## src/rtl/div32_seq_pkg.sv

```systemverilog
// div32_seq_pkg
//   Shared definitions for the iterative RV32M divide unit.
//   - XLEN / CNT_W : datapath width and iteration counter width
//   - op_e         : divide opcode encoding (funct3[1:0])
//   - state_e      : sequencer states, shared with decode and stall logic
//   - neg_if       : conditional two's complement negation, modulo 2^XLEN
package div32_seq_pkg;

    localparam int XLEN  = 32;
    localparam int CNT_W = 6;

    typedef enum logic [1:0] {
        OP_DIV  = 2'b00,
        OP_DIVU = 2'b01,
        OP_REM  = 2'b10,
        OP_REMU = 2'b11
    } op_e;

    typedef enum logic [1:0] {
        S_IDLE = 2'b00,
        S_CALC = 2'b01,
        S_FIX  = 2'b10,
        S_DONE = 2'b11
    } state_e;

    function automatic logic [XLEN-1:0] neg_if(input logic [XLEN-1:0] v, input logic en);
        return en ? (~v + XLEN'(1)) : v;
    endfunction

endpackage

```

## src/rtl/div32_seq_div_step.sv

```systemverilog
// div_step
//   One restoring shift-subtract iteration (combinational).
//   - i_rem [32:0] : partial remainder before the step
//   - i_quo [31:0] : dividend/quotient shift register before the step
//   - i_div [31:0] : divisor magnitude
//   - o_rem [32:0] : partial remainder after the step
//   - o_quo [31:0] : quotient shift register after the step
module div_step
    import div32_seq_pkg::*;
(
    input  logic [XLEN:0]   i_rem,
    input  logic [XLEN-1:0] i_quo,
    input  logic [XLEN-1:0] i_div,
    output logic [XLEN:0]   o_rem,
    output logic [XLEN-1:0] o_quo
);

    // One spare bit above the 33-bit remainder so the trial sign is never lost.
    logic [XLEN+1:0] w_sh;
    logic [XLEN+1:0] w_trial;
    logic            w_ge;

    assign w_sh    = {i_rem, i_quo[XLEN-1]};
    assign w_trial = w_sh - {2'b00, i_div};
    assign w_ge    = ~w_trial[XLEN+1];

    assign o_rem = w_ge ? w_trial[XLEN:0] : w_sh[XLEN:0];
    assign o_quo = {i_quo[XLEN-2:0], w_ge};

endmodule

```

## src/rtl/div32_seq.sv

```systemverilog
// div32_seq
//   Iterative RV32M DIV/DIVU/REM/REMU, one quotient bit per clock.
//   - i_clk, i_rst_n : clock, async active-low reset
//   - i_start        : request, accepted only when idle and not busy
//   - i_op           : 00 DIV, 01 DIVU, 10 REM, 11 REMU
//   - i_a, i_b       : dividend / divisor, captured on acceptance
//   - o_busy         : high from the cycle after acceptance through the DONE cycle
//   - o_done         : one-cycle pulse, o_result valid
//   - o_result       : quotient or remainder, held until the next accepted start
//
//   state  | meaning
//   S_IDLE | waiting for start; also hosts the DONE-pulse cycle (busy still high)
//   S_CALC | 32 shift-subtract iterations
//   S_FIX  | sign correction and quotient/remainder select
//   S_DONE | raise o_done on the way back to idle
module div32_seq
    import div32_seq_pkg::*;
(
    input  logic            i_clk,
    input  logic            i_rst_n,
    input  logic            i_start,
    input  logic [1:0]      i_op,
    input  logic [XLEN-1:0] i_a,
    input  logic [XLEN-1:0] i_b,
    output logic            o_busy,
    output logic            o_done,
    output logic [XLEN-1:0] o_result
);

    state_e          r_state;
    logic [XLEN:0]   r_rem;
    logic [XLEN-1:0] r_quo;
    logic [XLEN-1:0] r_div;
    logic [CNT_W-1:0] r_cnt;
    logic            r_sel_rem;
    logic            r_neg_q;
    logic            r_neg_r;
    logic            r_busy;
    logic            r_done;
    logic [XLEN-1:0] r_result;

    logic            w_signed;
    logic [XLEN-1:0] w_a_abs;
    logic [XLEN-1:0] w_b_abs;
    logic            w_div0;
    logic            w_ovf;
    logic [XLEN-1:0] w_special;
    logic [XLEN:0]   w_rem_nxt;
    logic [XLEN-1:0] w_quo_nxt;

    assign w_signed = (i_op == OP_DIV) || (i_op == OP_REM);
    assign w_a_abs  = neg_if(i_a, w_signed & i_a[XLEN-1]);
    assign w_b_abs  = neg_if(i_b, w_signed & i_b[XLEN-1]);
    assign w_div0   = (i_b == '0);
    assign w_ovf    = w_signed && (i_a == 32'h8000_0000) && (i_b == 32'hFFFF_FFFF);

    // ISA-defined results that bypass the iteration entirely.
    assign w_special = w_div0 ? (i_op[1] ? i_a : 32'hFFFF_FFFF)
                              : (i_op[1] ? 32'h0000_0000 : 32'h8000_0000);

    div_step u_step (
        .i_rem (r_rem),
        .i_quo (r_quo),
        .i_div (r_div),
        .o_rem (w_rem_nxt),
        .o_quo (w_quo_nxt)
    );

    always_ff @(posedge i_clk or negedge i_rst_n) begin
        if (!i_rst_n) begin
            r_state   <= S_IDLE;
            r_rem     <= '0;
            r_quo     <= '0;
            r_div     <= '0;
            r_cnt     <= '0;
            r_sel_rem <= 1'b0;
            r_neg_q   <= 1'b0;
            r_neg_r   <= 1'b0;
            r_busy    <= 1'b0;
            r_done    <= 1'b0;
            r_result  <= '0;
        end else begin
            case (r_state)
                S_IDLE: begin
                    r_done <= 1'b0;
                    if (r_busy) begin
                        // DONE-pulse cycle: finish the handshake, ignore start.
                        r_busy <= 1'b0;
                    end else if (i_start) begin
                        r_busy    <= 1'b1;
                        r_sel_rem <= i_op[1];
                        r_rem     <= '0;
                        r_quo     <= w_a_abs;
                        r_div     <= w_b_abs;
                        r_cnt     <= CNT_W'(XLEN);
                        r_neg_q   <= w_signed & (i_a[XLEN-1] ^ i_b[XLEN-1]);
                        r_neg_r   <= w_signed & i_a[XLEN-1];
                        if (w_div0 || w_ovf) begin
                            r_result <= w_special;
                            r_state  <= S_DONE;
                        end else begin
                            r_state  <= S_CALC;
                        end
                    end
                end
                S_CALC: begin
                    r_rem <= w_rem_nxt;
                    r_quo <= w_quo_nxt;
                    r_cnt <= r_cnt - CNT_W'(1);
                    if (r_cnt == CNT_W'(1)) begin
                        r_state <= S_FIX;
                    end
                end
                S_FIX: begin
                    r_result <= r_sel_rem ? neg_if(r_rem[XLEN-1:0], r_neg_r)
                                          : neg_if(r_quo, r_neg_q);
                    r_state  <= S_DONE;
                end
                S_DONE: begin
                    r_done  <= 1'b1;
                    r_state <= S_IDLE;
                end
                default: r_state <= S_IDLE;
            endcase
        end
    end

    assign o_busy   = r_busy;
    assign o_done   = r_done;
    assign o_result = r_result;

endmodule

```

## config.mk

```make
export PLATFORM = sky130hd
export DESIGN_NAME = div32_seq
export DESIGN_NICKNAME = d
export VERILOG_FILES = /design/src/rtl/div32_seq_pkg.sv /design/src/rtl/div32_seq_div_step.sv /design/src/rtl/div32_seq.sv
export SDC_FILE = /design/constraint.sdc
export NUM_CORES = 1
export LEC_CHECK = 0
export ABC_AREA = 1
export BUFFER_PORTS_ARGS = -buffer_cell sky130_fd_sc_hd__buf_4
export CAP_MARGIN = 20
export CORE_MARGIN = 2
export CORE_UTILIZATION = 64
export DETAILED_ROUTE_END_ITERATION = 6
export PLACE_DENSITY = 0.85
export SYNTH_ARGS = -nofsm -noshare
export SYNTH_HDL_FRONTEND = slang
export SYNTH_HIERARCHICAL = 1
export SYNTH_SLANG_ARGS = --single-unit
```

## constraint.sdc

```tcl
create_clock -name i_clk -period 3.2 [get_ports i_clk]
set_input_delay 0.16 -clock i_clk [delete_from_list [all_inputs] [get_ports i_clk]]
set_output_delay 0.16 -clock i_clk [all_outputs]
set_load 0.01 [all_outputs]
```

==> run summary, run 1 <==
Share of the synthesized area in the top cell type - 25.5%
Flops & latches, synth - 142
Synth cell types - 46
Mapped Cells - 2362
Via count - 16.0k
Max cap viols - 0
CP Data Required Time - 3.50 ns
Startpoint Class - flop
Hpwl dp - 37100 um
N_diodes - 0
Min-Delay Path Class - in2reg
Violated checks - DRC
Total negative setup slack - 0 ns
Pin count of the biggest net entering global routing - 75
Vias in the first global route - 14.0k
Critical path cell sequence - ha_1, nand2_2, inv_1, nand2_1, nand2_1, nand2_1, nand3_2, nand2_2, nand2_2, nand2_2, nand3_2, buf_4, nand3_1, nand2_1, nand2_1, o21ai_0
Synth Area in XOR/XNOR - 3.01%
Clk sinks - 142
Fmax - 354 MHz
Largest family of logic cells by synthesized area - simple AND/OR/NAND/NOR gates
Compound-Gate Fraction of Synth Area - 11.2%
RSZ-0062 raised after global routing - false
Clk root buf - clkbuf_16
Clock transition at path regs - 0.07 ns
I/O pins - 103
First-pass GRT wire length - 73100 um
Drt pass-1 iters - 7
Placement-stage cell area - 14600 um2
Area Overhead vs Synth - 9.41%
# setup viols final - 0
Wirelength per Cell - 17.7 um
Crit path kind - reg2reg
CP Max Fanout - 21
Pins Over Slew Limit - 0
Worst R2R Path Depth - 16
RD Place Congestion - 1.06
Most used DFF post-synth - dfrtp_1
Worst hold margin - 0.0306 ns
# port buffers - 102
Slowest cell on the critical path - dfrtp_1
Crit-path most repeated cell - nand2_1
Leakage Power - 8.14 nW
Top cells by area, synth - dfrtp_1 25%, nand2_1 21%, nand3_1 9.5%
Chip height - 152 um
Hold_buf cts - 2
Most common cell in the netlist - nand2_1
Critical path buffers and inverters - 2
Mux cell area share after synthesis - 0.0807%
Async set-reset flop share out of synthesis - 100%
Gr usage total - 41.4%
GRT Residual Overflow - 0
Final min period - 2.82 ns
Final Cell Area - 15300 um2
Mapped cell area - 14000 um2
Core area - 21600 um2
Worst VDD drop - 583 uV
Placement row count - 54
TritonCTS buffer count - 17
Max clock buf depth - 2
Final cycle utilization of the critical path - 88.2%
Final #Nets - 2511
Slowest stage delay, CP - 0.51 ns
Htree depth - 4
Final Routed Wirelength - 47700 um
Initial DRC Count - 2173
Avg Inst Size Synth - 5.91 um2
Multi-input gate area - 8600 um2
Post-cts resize count - 0
Skew final - 0.0131 ns
Die span in x - 152 um
Relative slew margins - 45.5%
Register area - 3550 um2
Number of synthesized flops with an enable pin - 0
# fillers - 1930
Critical path depth in cells - 16
Power, Total - 18.0 mW
Crit path capture type - flop
Initial antenna violation count - 0
CP arrival - 3.12 ns
Drt via density - 5.93
Postcts setup bufs - 0
Sequential share of the synthesized area - 25.5%
DRC - 15
Pwr Density - 1180 nW/um2
Synthesized-area fraction occupied by and/or/nand/nor cells - 43.2%
Layout cells sized above 1 - 9.17%
Full die area - 23000 um2
Crit path max-delay family - simple AND/OR/NAND/NOR gates
Cell taking the most area after synthesis - dfrtp_1
Adder-Cell Fraction of Synth Area - 4.00%
Final Hold Viols - 0
Initial Utilization - 64.6%
Worst-Skew Late Latency - 0.43 ns
Worst-margin pin slew - 0.817 ns
Outcome - finished, violations left
Routed Antenna Nets - 0
Synth top cells by count - 783 x nand2_1, 307 x inv_1, 264 x nand3_1, 238 x nor2_1, 169 x o21ai_0
Synth Net Count - 2475
Hold Path Depth - 4
Synth warn - 6
CTS tree - built
==> routing by layer <==
layer | wire [um] | GRT usage (%)
met5 | 0 | 0
met4 | 1360 | 12.4
met3 | 6810 | 14.6
met2 | 19900 | 59.9
met1 | 19600 | 58.2
==> cells by family (layout without fill, tap and decap cells) <==
| kind of cell | count (synthesis) | after routing |
|---|---|---|
| compound gates | 291 | 291 |
| mux | 1 | 1 |
| xor+xnor | 48 | 48 |
| fa+ha+maj | 44 | 44 |
| buf+inv | 425 | 474 |
| simple gates | 1411 | 1411 |
| flops | 142 | 142 |
==> cells in the final DEF, fill, tap and decap left out, drive strengths merged, types with 18 or more instances in the layout <==
| cell | instances |
|---|---|
| ha | 43 |
| nand2 | 795 |
| inv | 321 |
| xor2 | 40 |
| buf | 125 |
| o211ai | 19 |
| nand3 | 276 |
| nand4 | 26 |
| dfrtp | 142 |
| nor3 | 30 |
| clkbuf | 18 |
| a21oi | 66 |
| nor2 | 258 |
| o21ai | 181 |
==> worst reg2reg max path: stages (launching register included) <==
cell,delay [ns]
dfrtp_1,0.51
ha_1,0.43
nand2_2,0.15
inv_1,0.05
nand2_1,0.08
nand2_1,0.07
nand2_1,0.07
nand3_2,0.14
nand2_2,0.11
nand2_2,0.07
nand2_2,0.10
nand3_2,0.24
buf_4,0.31
nand3_1,0.11
nand2_1,0.10
nand2_1,0.09
o21ai_0,0.08
==> sequential cells by signal, indices dropped and copies added, names as in the netlist <==
name / flops
r_rem: 33
o_result: 32
r_div: 32
r_quo: 32
r_cnt: 6
r_state: 2
o_busy: 1
o_done: 1
r_neg_q: 1
r_neg_r: 1
r_sel_rem: 1
==> report_power, final <==
group	switching (mW)	internal, mW
Combinational	8.46	3.90
Sequential	0.958	2.59
Clock	0.898	1.20
Total	10.3	7.70
==> path summary, 6_finish.rpt <==
| check | to | start | slack, ns |
|---|---|---|---|
| setup reg to reg | r_rem[9] | r_rem[3] | 0.38 |
| setup / recovery | r_rem[9] | r_rem[3] | 0.38 |
| hold reg to reg | o_result[26] | o_result[26] | 0.48 |
| max in group asynchronous | r_div[16] | i_rst_n | 2.00 |
| min in group asynchronous | r_rem[30] | i_rst_n | 0.34 |
| hold / removal | r_div[30] | i_b[30] | 0.03 |
==> stage by stage <==
| stage | setup WS (ns) | std cells | util [%] |
|---|---|---|---|
| 3_5_place_dp | 0.531 | 2657 | 67.7 |
| 6_report | 0.379 | 2691 | 70.6 |
| 3_3_place_gp | 0.577 | 2657 | 67.7 |
| 4_1_cts | 0.484 | 2691 | 70.6 |
| 5_1_grt | 0.261 | 2691 | 70.6 |
| 2_1_floorplan | 0.994 | 2362 | - |
==> final cells by class <==
| class | count | share of cell area, % |
|---|---|---|
| multi-input combinational | 1795 | 56.3 |
| sequential | 142 | 23.3 |
| inverter | 315 | 7.74 |
| timing repair buffer | 127 | 6.38 |
| clock buffer | 18 | 2.88 |
| tap | 280 | 2.29 |
| clock inverter | 14 | 1.14 |
Power figures use the tool's default switching activity.
==> run 2: changes to the inputs <==
Settings changed: PLACE_DENSITY 0.85 to unset, PLACE_DENSITY_LB_ADDON set to 0.12.
==> run 2 against run 1 <==
Effect of this change: highest routed layer is now met5; utilization is 0.21 points lower; largest cell class unchanged; sequential power is 1% lower; the run still ends with DRC left; flip-flop and latch count stayed put; wire length is 0.52% lower; largest power group unchanged; count of clock-buffer cells in the layout stayed put; clock skew is 0.0015 ns lower.
==> run summary, run 2 (synthesis results as in run 1) <==
Outcome - finished, violations left
Violated checks - DRC
Startpoint Class - flop
Initial DRC Count - 1853 (-15%)
Pwr Density - 1170 nW/um2 (-0.99%)
First-pass GRT wire length - 72100 um (-1.5%)
GRT Residual Overflow - 0 (unchanged)
Worst R2R Path Depth - 13 (-3)
Routed Antenna Nets - 0 (unchanged)
CP Max Fanout - 18 (-14%)
Most frequent cells in the layout - 783 x nand2_1, 307 x inv_1, 264 x nand3_1, 236 x nor2_1, 169 x o21ai_0
I/O pins - 103 (unchanged)
Die span in x - 152 um (unchanged)
Core area - 21600 um2 (unchanged)
Final Cell Area - 15200 um2 (-0.29%)
Initial Utilization - 64.6% (unchanged)
Max clock buf depth - 2 (unchanged)
Min-Delay Path Class - in2reg
Clk root buf - clkbuf_16
Worst hold margin - 0.0477 ns (+0.0171 ns)
# setup viols final - 0 (unchanged)
FF-to-FF End - r_quo[0]
Worst-Skew Late Latency - 0.43 ns (about the same)
Setup WS post-layout - 0.406 ns (+0.0276 ns)
Initial antenna violation count - 4 (+4)
Layout cells sized above 1 - 9.17% (about the same)
Final Hold Viols - 0 (unchanged)
Reg-to-reg slack, setup - 0.41 ns (+0.03 ns)
Chip height - 152 um (unchanged)
Final #Nets - 2510 (-0.040%)
Final Routed Wirelength - 47400 um (-0.52%)
Final design utilization - 70.4% (-0.21 points)
Biggest register - r_rem
Worst VDD drop - 546 uV (-6.3%)
Worst hold endpoint - r_div[29]
Crit path capture type - flop
Vias in the first global route - 13.6k (-2.8%)
Wirelength per Cell - 17.6 um (-0.48%)
Crit path kind - reg2reg
Postcts setup bufs - 0 (unchanged)
TritonCTS buffer count - 17 (unchanged)
Drt pass-1 iters - 7 (unchanged)
Placement-stage cell area - 14600 um2 (about the same)
Skew final - 0.0116 ns (-0.00151 ns)
Total negative setup slack - 0 ns (unchanged)
# fillers - 1946 (+0.83%)
Max FFs per register - 33 (unchanged)
Setup WS pre-CTS - 0.493 ns (-0.0383 ns)
Clk sinks - 142 (unchanged)
Relative slew margins - 47.2% (+1.8 points)
Final cycle utilization of the critical path - 87.3% (-0.86 points)
FF-to-FF Start - r_rem[4]
Via count - 15.9k (-0.70%)
Area Overhead vs Synth - 9.09%
Worst-margin pin slew - 0.783 ns (-0.0337 ns)
Pins Over Slew Limit - 0 (unchanged)
Placement row count - 54 (unchanged)
Hold Path Depth - 4 (unchanged)
CP Data Required Time - 3.50 ns (about the same)
# port buffers - 102 (unchanged)
Min-delay src - i_b[29]
Leakage Power - 8.11 nW (-0.33%)
Drt via density - 5.89 (-0.66%)
Commonest non-fill, non-tap cell in the layout - nand2_1
Hpwl dp - 37200 um (+0.11%)
N_diodes - 0 (unchanged)
Max cap viols - 0 (unchanged)
Htree depth - 4 (unchanged)
Gr usage total - 41.1% (-0.32 points)
Pin count of the biggest net entering global routing - 73 (-2.7%)
Clock transition at path regs - 0.07 ns (about the same)
RD Place Congestion - 1.02 (-3.9%)
Post-cts resize count - 0 (unchanged)
CTS tree - built
Final min period - 2.79 ns (-0.0276 ns)
Full die area - 23000 um2 (unchanged)
Hold_buf cts - 2 (unchanged)
RSZ-0062 raised after global routing - false
Fmax - 358 MHz (+0.99%)
CP arrival - 3.10 ns (-0.02 ns)
DRC - 15 (unchanged)
## run 2: cell types whose count changed in the layout (fill, tap and decap cells not counted), sizes merged
cell / change
inv: +1
buf: -1
clkinv: -1
bufinv: -2
clkinvlp: +2
## run 2: worst max-delay path by stage
stage | start | end | slack (ns) | depth (start not counted)
2_1_floorplan | r_rem[7] | r_quo[0] | 0.99 | 17
3_3_place_gp | r_rem[4] | r_quo[0] | 0.55 | 13
3_5_place_dp | r_rem[3] | r_rem[3] | 0.49 | 16
4_1_cts | r_rem[3] | r_rem[20] | 0.47 | 16
5_1_grt | r_rem[27] | r_rem[2] | 0.20 | 13
6_report | r_rem[4] | r_quo[0] | 0.41 | 13
## run 2: final cells by class
type / instances / area, um2 / area share (%)
Clock buffer: 18 / 439 / 2.88
Clock inverter: 14 / 121 / 0.797
Inverter: 315 / 1180 / 7.77
Multi-Input combinational cell: 1795 / 8600 / 56.5
Sequential cell: 142 / 3550 / 23.3
Tap cell: 280 / 350 / 2.30
Timing Repair Buffer: 126 / 980 / 6.43
## run 2: critical path, cell delays in order (launching register included)
cell and delay (ns):
dfrtp_1 0.50, ha_1 0.45, nand2_1 0.17, nor2_4 0.15
nand3_1 0.10, nand3_2 0.14, nand2_2 0.08, nand2_2 0.09
nand2_2 0.09, nand3_2 0.30, buf_12 0.20, nand2_1 0.11
o211ai_1 0.19, o21ai_1 0.09
## run 2: per-layer routing
layer  global-route usage (%)  wire [um]  part of all wire, %
met5                        0         44                0.093
met4                     9.81       1240                  2.6
met3                     13.8       6750                   14
met2                     60.3      19900                   42
met1                     58.5      19500                   41
## run 2: per-stage QoR
| step | power, mW | cells |
|---|---|---|
| floorplan | 12.3 | 2362 |
| global placement | 15.0 | 2656 |
| detailed placement | 15.3 | 2656 |
| CTS | 17.3 | 2690 |
| global route | 19.3 | 2690 |
| finish | 17.8 | 2690 |
## run 2: power by group
part | switching [mW] | internal (mW)
combinational | 8.45 | 3.91
clock | 0.874 | 1.04
sequential | 0.915 | 2.59
total | 10.2 | 7.54
